### config.mk
export PLATFORM = sky130hd
export DESIGN_NAME = mmio_uart_tx_flat
export DESIGN_NICKNAME = d
export VERILOG_FILES = /design/src/rtl/mmio_uart_tx_if.sv /design/src/rtl/mmio_uart_tx.sv /design/src/flat_wrapper.sv
export SDC_FILE = /design/constraint.sdc
export NUM_CORES = 1
export LEC_CHECK = 0
export BUFFER_PORTS_ARGS = -buffer_cell sky130_fd_sc_hd__buf_2
export CORE_AREA = 2 2 89 91
export CTS_CLUSTER_SIZE = 28
export DETAILED_ROUTE_END_ITERATION = 8
export DIE_AREA = 0 0 91 93
export GPL_ROUTABILITY_DRIVEN = 0
export HOLD_SLACK_MARGIN = 0.08
export PLACE_DENSITY_LB_ADDON = 0.1
export SYNTH_ARGS = -nofsm -noshare
export SYNTH_HDL_FRONTEND = slang
export SYNTH_SLANG_ARGS = --single-unit
### constraint.sdc
create_clock -name clk -period 3.1 [get_ports clk]
set_input_delay 0.465 -clock clk [delete_from_list [all_inputs] [get_ports clk]]
set_output_delay 0.465 -clock clk [all_outputs]
set_load 0.005 [all_outputs]
### src/rtl/mmio_uart_tx_if.sv
// Core data-bus view of the memory-mapped UART transmitter.
// The master drives store traffic; the slave returns the decode hit and read data.
interface mmio_uart_tx_if;
    logic        we;
    logic [31:0] a;
    logic [31:0] wd;
    logic        sel;
    logic [31:0] rd;

    modport master (output we, a, wd, input sel, rd);
    modport slave  (input we, a, wd, output sel, rd);
endinterface

### src/rtl/mmio_uart_tx.sv
// Memory-mapped 8N1 UART transmitter: stores to TXDATA are queued in a small FIFO
// and shifted out LSB first; STATUS reports FIFO level, sticky overflow and busy.
module mmio_uart_tx #(
    parameter logic [31:0] BASE_ADDR    = 32'h0000_0100,
    parameter int          CLKS_PER_BIT = 16,
    parameter int          FIFO_DEPTH   = 4
) (
    input  logic          clk,
    input  logic          reset,
    mmio_uart_tx_if.slave bus,
    output logic          tx,
    output logic          busy
);
    localparam int PW = $clog2(FIFO_DEPTH);
    localparam int CW = $clog2(FIFO_DEPTH + 1);
    localparam int BW = $clog2(CLKS_PER_BIT);

    typedef enum logic [1:0] {IDLE, START, DATA, STOP} state_t;

    state_t        state, state_d;
    logic [BW-1:0] baud_cnt, baud_d;
    logic [2:0]    bit_idx, bit_d;
    logic [7:0]    shreg, shreg_d;
    logic          tx_d;
    logic [7:0]    mem [FIFO_DEPTH];
    logic [PW-1:0] wr_ptr, rd_ptr;
    logic [CW-1:0] count;
    logic          ovf, full, empty, push, pop, wr_data, wr_status, bit_end;
    logic [4:0]    count5;
    logic [31:0]   status;
    logic          unused_bus;

    assign busy    = (state != IDLE);
    assign bit_end = (baud_cnt == BW'(CLKS_PER_BIT - 1));

    always_comb begin
        bus.sel   = (bus.a[31:3] == BASE_ADDR[31:3]);
        full      = (count == CW'(FIFO_DEPTH));
        empty     = (count == '0);
        wr_data   = bus.we && bus.sel && !bus.a[2];
        wr_status = bus.we && bus.sel && bus.a[2];
        // full is the pre-edge value, so a pop in the same cycle never admits the write
        push      = wr_data && !full;
        count5    = 5'(count);
        status    = {24'd0, count5[3:0], busy, ovf, empty, full};
        bus.rd    = (bus.sel && bus.a[2]) ? status : 32'd0;
    end

    assign unused_bus = &{1'b0, bus.wd[31:8], bus.a[1:0], count5[4]};

    always_comb begin
        state_d = state;
        baud_d  = baud_cnt;
        bit_d   = bit_idx;
        shreg_d = shreg;
        pop     = 1'b0;
        case (state)
            IDLE: begin
                baud_d = '0;
                if (!empty) begin
                    pop     = 1'b1;
                    shreg_d = mem[rd_ptr];
                    state_d = START;
                end
            end
            START: begin
                baud_d = baud_cnt + BW'(1);
                if (bit_end) begin
                    baud_d  = '0;
                    bit_d   = 3'd0;
                    state_d = DATA;
                end
            end
            DATA: begin
                baud_d = baud_cnt + BW'(1);
                if (bit_end) begin
                    baud_d  = '0;
                    shreg_d = {1'b0, shreg[7:1]};
                    bit_d   = bit_idx + 3'd1;
                    if (bit_idx == 3'd7) state_d = STOP;
                end
            end
            default: begin
                baud_d = baud_cnt + BW'(1);
                if (bit_end) begin
                    baud_d = '0;
                    // back-to-back frames: next start bit follows the stop bit directly
                    if (!empty) begin
                        pop     = 1'b1;
                        shreg_d = mem[rd_ptr];
                        state_d = START;
                    end else begin
                        state_d = IDLE;
                    end
                end
            end
        endcase
        case (state_d)
            START:   tx_d = 1'b0;
            DATA:    tx_d = shreg_d[0];
            default: tx_d = 1'b1;
        endcase
    end

    always_ff @(posedge clk) begin
        if (!reset) begin
            state    <= IDLE;
            baud_cnt <= '0;
            bit_idx  <= 3'd0;
            tx       <= 1'b1;
            wr_ptr   <= '0;
            rd_ptr   <= '0;
            count    <= '0;
            ovf      <= 1'b0;
        end else begin
            state    <= state_d;
            baud_cnt <= baud_d;
            bit_idx  <= bit_d;
            tx       <= tx_d;
            if (push) wr_ptr <= wr_ptr + PW'(1);
            if (pop)  rd_ptr <= rd_ptr + PW'(1);
            if (push && !pop)      count <= count + CW'(1);
            else if (!push && pop) count <= count - CW'(1);
            if (wr_data && full)                ovf <= 1'b1;
            else if (wr_status && bus.wd[2])    ovf <= 1'b0;
        end
    end

    always_ff @(posedge clk) begin
        shreg <= shreg_d;
        if (push) mem[wr_ptr] <= bus.wd[7:0];
    end
endmodule

### src/flat_wrapper.sv
// flat-port wrapper written by rule: the top's interface ports become plain ports
module mmio_uart_tx_flat 
#(
    parameter logic [31:0] BASE_ADDR    = 32'h0000_0100,
    parameter int          CLKS_PER_BIT = 16,
    parameter int          FIFO_DEPTH   = 4
)
  (clk, reset, tx, busy, bus_we, bus_a, bus_wd, bus_sel, bus_rd);
  mmio_uart_tx_if bus_i ();
  input  logic clk;
  input  logic reset;
  output logic tx;
  output logic busy;
  input wire logic [$bits(bus_i.we)-1:0] bus_we;
  input wire logic [$bits(bus_i.a)-1:0] bus_a;
  input wire logic [$bits(bus_i.wd)-1:0] bus_wd;
  output wire logic [$bits(bus_i.sel)-1:0] bus_sel;
  output wire logic [$bits(bus_i.rd)-1:0] bus_rd;
  assign bus_i.we = bus_we;
  assign bus_i.a = bus_a;
  assign bus_i.wd = bus_wd;
  assign bus_sel = bus_i.sel;
  assign bus_rd = bus_i.rd;
  mmio_uart_tx #(.BASE_ADDR(BASE_ADDR), .CLKS_PER_BIT(CLKS_PER_BIT), .FIFO_DEPTH(FIFO_DEPTH)) u_core (.clk(clk), .reset(reset), .bus(bus_i), .tx(tx), .busy(busy));
endmodule
==> flow_summary.toml <==
[final_layout]
final_util_pct = 46.3
fillers = 711
final_nets = 372
diodes = 0
syn_to_final_growth_pct = 16.1
final_layout_size_suffix_gt1_share_pct = 31.2
mostFrequentLayoutCells = "50 x buf_2, 39 x edfxtp_1, 25 x conb_1"
final_common_cell = "buf_2"

[power]
leakage_uw = 0.00141
intPower_uw = 1610
combPwrFrac_pct = 21.5
power_switching_uw = 640
sw_frac_of_total_pct = 28.4
peakVddDrop_uv = 294
power_frac_seq_pct = 48.3
power.density_nw_per_um2 = 645
p_clk_share_pct = 30.2

[cts]
cts_tree = "built"
cts_buffer_depth = 2
post_cts_buffers = 0
cts.sinks = 60
cts_resized = 0
clk_latency_ns = 0.33
cts_hold_buf = 0
htree_levels = 3
root_buffer = "clkbuf_8"
path_clk_slew_ns = 0.07
numCtsBuffers = 9

[sta]
finalClockSkew_ns = 0.00980
rsz0062_at_grt = "false"
period_share_pct = 76.9
maxSlewViolCount = 0
setup_tns_ns = 0
setup_viol = 0
maxSlewHeadroom_pct = 63.8
period_minus_slack_ns = 2.38
fmaxAchievable_ghz = 0.420
hold_viol_final = 0
worst_pin_slew_ns = 0.542

[global_route]
antenna_found_initial = 0
grt_usage_pct = 13.7
grt_pass1_vias = 1844
grt_max_degree = 20
grt_pass1_wl_um = 9070
overflow = 0

[logic_synthesis]
synth_ff_type = "edfxtp_1"
syn_avg_cell_area_um2 = 12.6
ys_types = 47
netlist_instances = 238
synth-edff-count = 39
netlist_area_um2 = 3000
synthArstFlopShare_pct = 0
ys_ff_latch = 60
synth_seq_area_share_pct = 53.0
ys.warnings.count = 0

[detailed_routing]
drt_iter0_drc = 59
routed_wl_um = 5320
dr.pass1.iters = 4
ant_nets = 0
drc = 0
num_vias = 1900
routedWlPerCell_um = 13.2
via_per_inst = 4.71

[floorplan]
dieWidth_um = 91
io_pins = 102
start_util_pct = 39.9
row_count = 32
die_h_um = 93
coreArea_um2 = 7530
dieArea_um2 = 8460

[critical_path]
r2r_start = "u_core.state[1]$_SDFF_PN0_"
max_stage_delay_ns = 0.39
critPathMaxFanout = 6
worstPathCellList = "buf_2, nor4_2, nand4_2, buf_4, nor3_1, and2_1, buf_2"
crit_slowest_cell = "nor3_1"
worst_setup_path_start_kind = "primary input"
cp-end-kind = "output port"
crit_top_cell = "buf_2"
required_ns = 2.63
crit_arrival_ns = 1.92
worstSetupPathType = "in2out"
worstSetupStartpoint = "bus_a[10]"

[flow_run]
drv_cap = 0

[worst_hold_path]
hp-class = "in2reg"
min_from = "bus_wd[3]"

[place]
portBuffers = 50
post-dp-hpwl_um = 3920

[outcome]
outcome = "finished clean"
## per-stage QoR
stage                     total power [uW]  cells  cell area, um^2  hold WS, ns  setup WS, ns
after floorplan                       1480    262             3090        0.432         0.465
after global placement                1590    387             3290        0.453         0.385
after detailed placement              1600    387             3290        0.470         0.372
after CTS                             2290    403             3490        0.321         0.699
after global routing                  2390    403             3490        0.328         0.535
final                                 2250    403             3490        0.339         0.717
## registers in the layout (all words and copies together), names as in the netlist, named ones only
register	flops
u_core.tx	1
u_core.ovf	1
u_core.mem	32
u_core.bit_idx	3
u_core.rd_ptr	2
u_core.count	3
u_core.wr_ptr	2
u_core.shreg	8
u_core.state	2
u_core.baud_cnt	4
## final timing paths
kind / cells after the start / end / slack [ns]
max reg2reg: 10 / u_core.count[2]$_SDFFE_PN0P_ / 0.76
max: 7 / bus_rd[3] / 0.72
min: 1 / u_core.mem[2][3]$_DFFE_PP_ / 0.34
min reg2reg: 1 / u_core.baud_cnt[0]$_SDFF_PP0_ / 0.47
## kinds of logic after synthesis
kind of cell    Yosys count  synth area share [%]
simple gates             78                  16.5
flops                    60                  53.0
buf+inv                  39                  8.21
compound gates           25                  6.33
mux                      20                  10.1
fa+ha+maj                 9                  4.00
xor+xnor                  6                  1.75
other cells               1                 0.125
## layer usage
metal  global-route usage (%)  up-vias  wire length, um
li1                         -      935                -
met1                     17.1      917             2490
met2                     22.7       39             2550
met3                     4.67        9              229
met4                     3.79        0               52
met5                        0        -                0
## synth_stat cells (3+ instances only)
library cell   n  area (um^2)
and2_1        16          100
edfxtp_1      39         1170
nand3_1        3         15.0
inv_1          6         22.5
and3_1         3         18.8
mux2i_1       10          100
clkbuf_1       5         18.8
ha_1           8          100
nor2_1         8         30.0
o21ai_0        9         45.0
nor4_2         5         62.6
xor2_1         4         35.0
mux4_2         8          180
nand2_1       18         67.6
dfxtp_1       21          420
buf_4         26          195
o2bb2ai_1      3         26.3
nor2b_1        5         31.3
nor3_1         4         20.0
a21boi_0       3         22.5
## layout make-up
class	instances	area, um^2	area share [%]
clock inverters	5	62.6	1.79
inverters	6	22.5	0.646
flip-flops and latches	60	1590	45.7
clock buffers	11	131	3.77
repair buffers	56	295	8.47
well taps	102	128	3.66
multi-input cells	163	1250	36.0
## power groups by stage
stage | Sequential, uW | Clock [uW] | Combinational, uW
6_report | 1090 | 680 | 484
5_1_grt | 1110 | 733 | 541
4_1_cts | 1090 | 705 | 493
3_5_place_dp | 1110 | 0 | 490
3_3_place_gp | 1110 | 0 | 482
2_1_floorplan | 1050 | 0 | 436
## critical path, delay by kind of cell
family                 cells  cell delay [ns]
buffers and inverters      3             0.40
and+or+nand+nor            4             1.05
(Power assumes the default switching activity.)
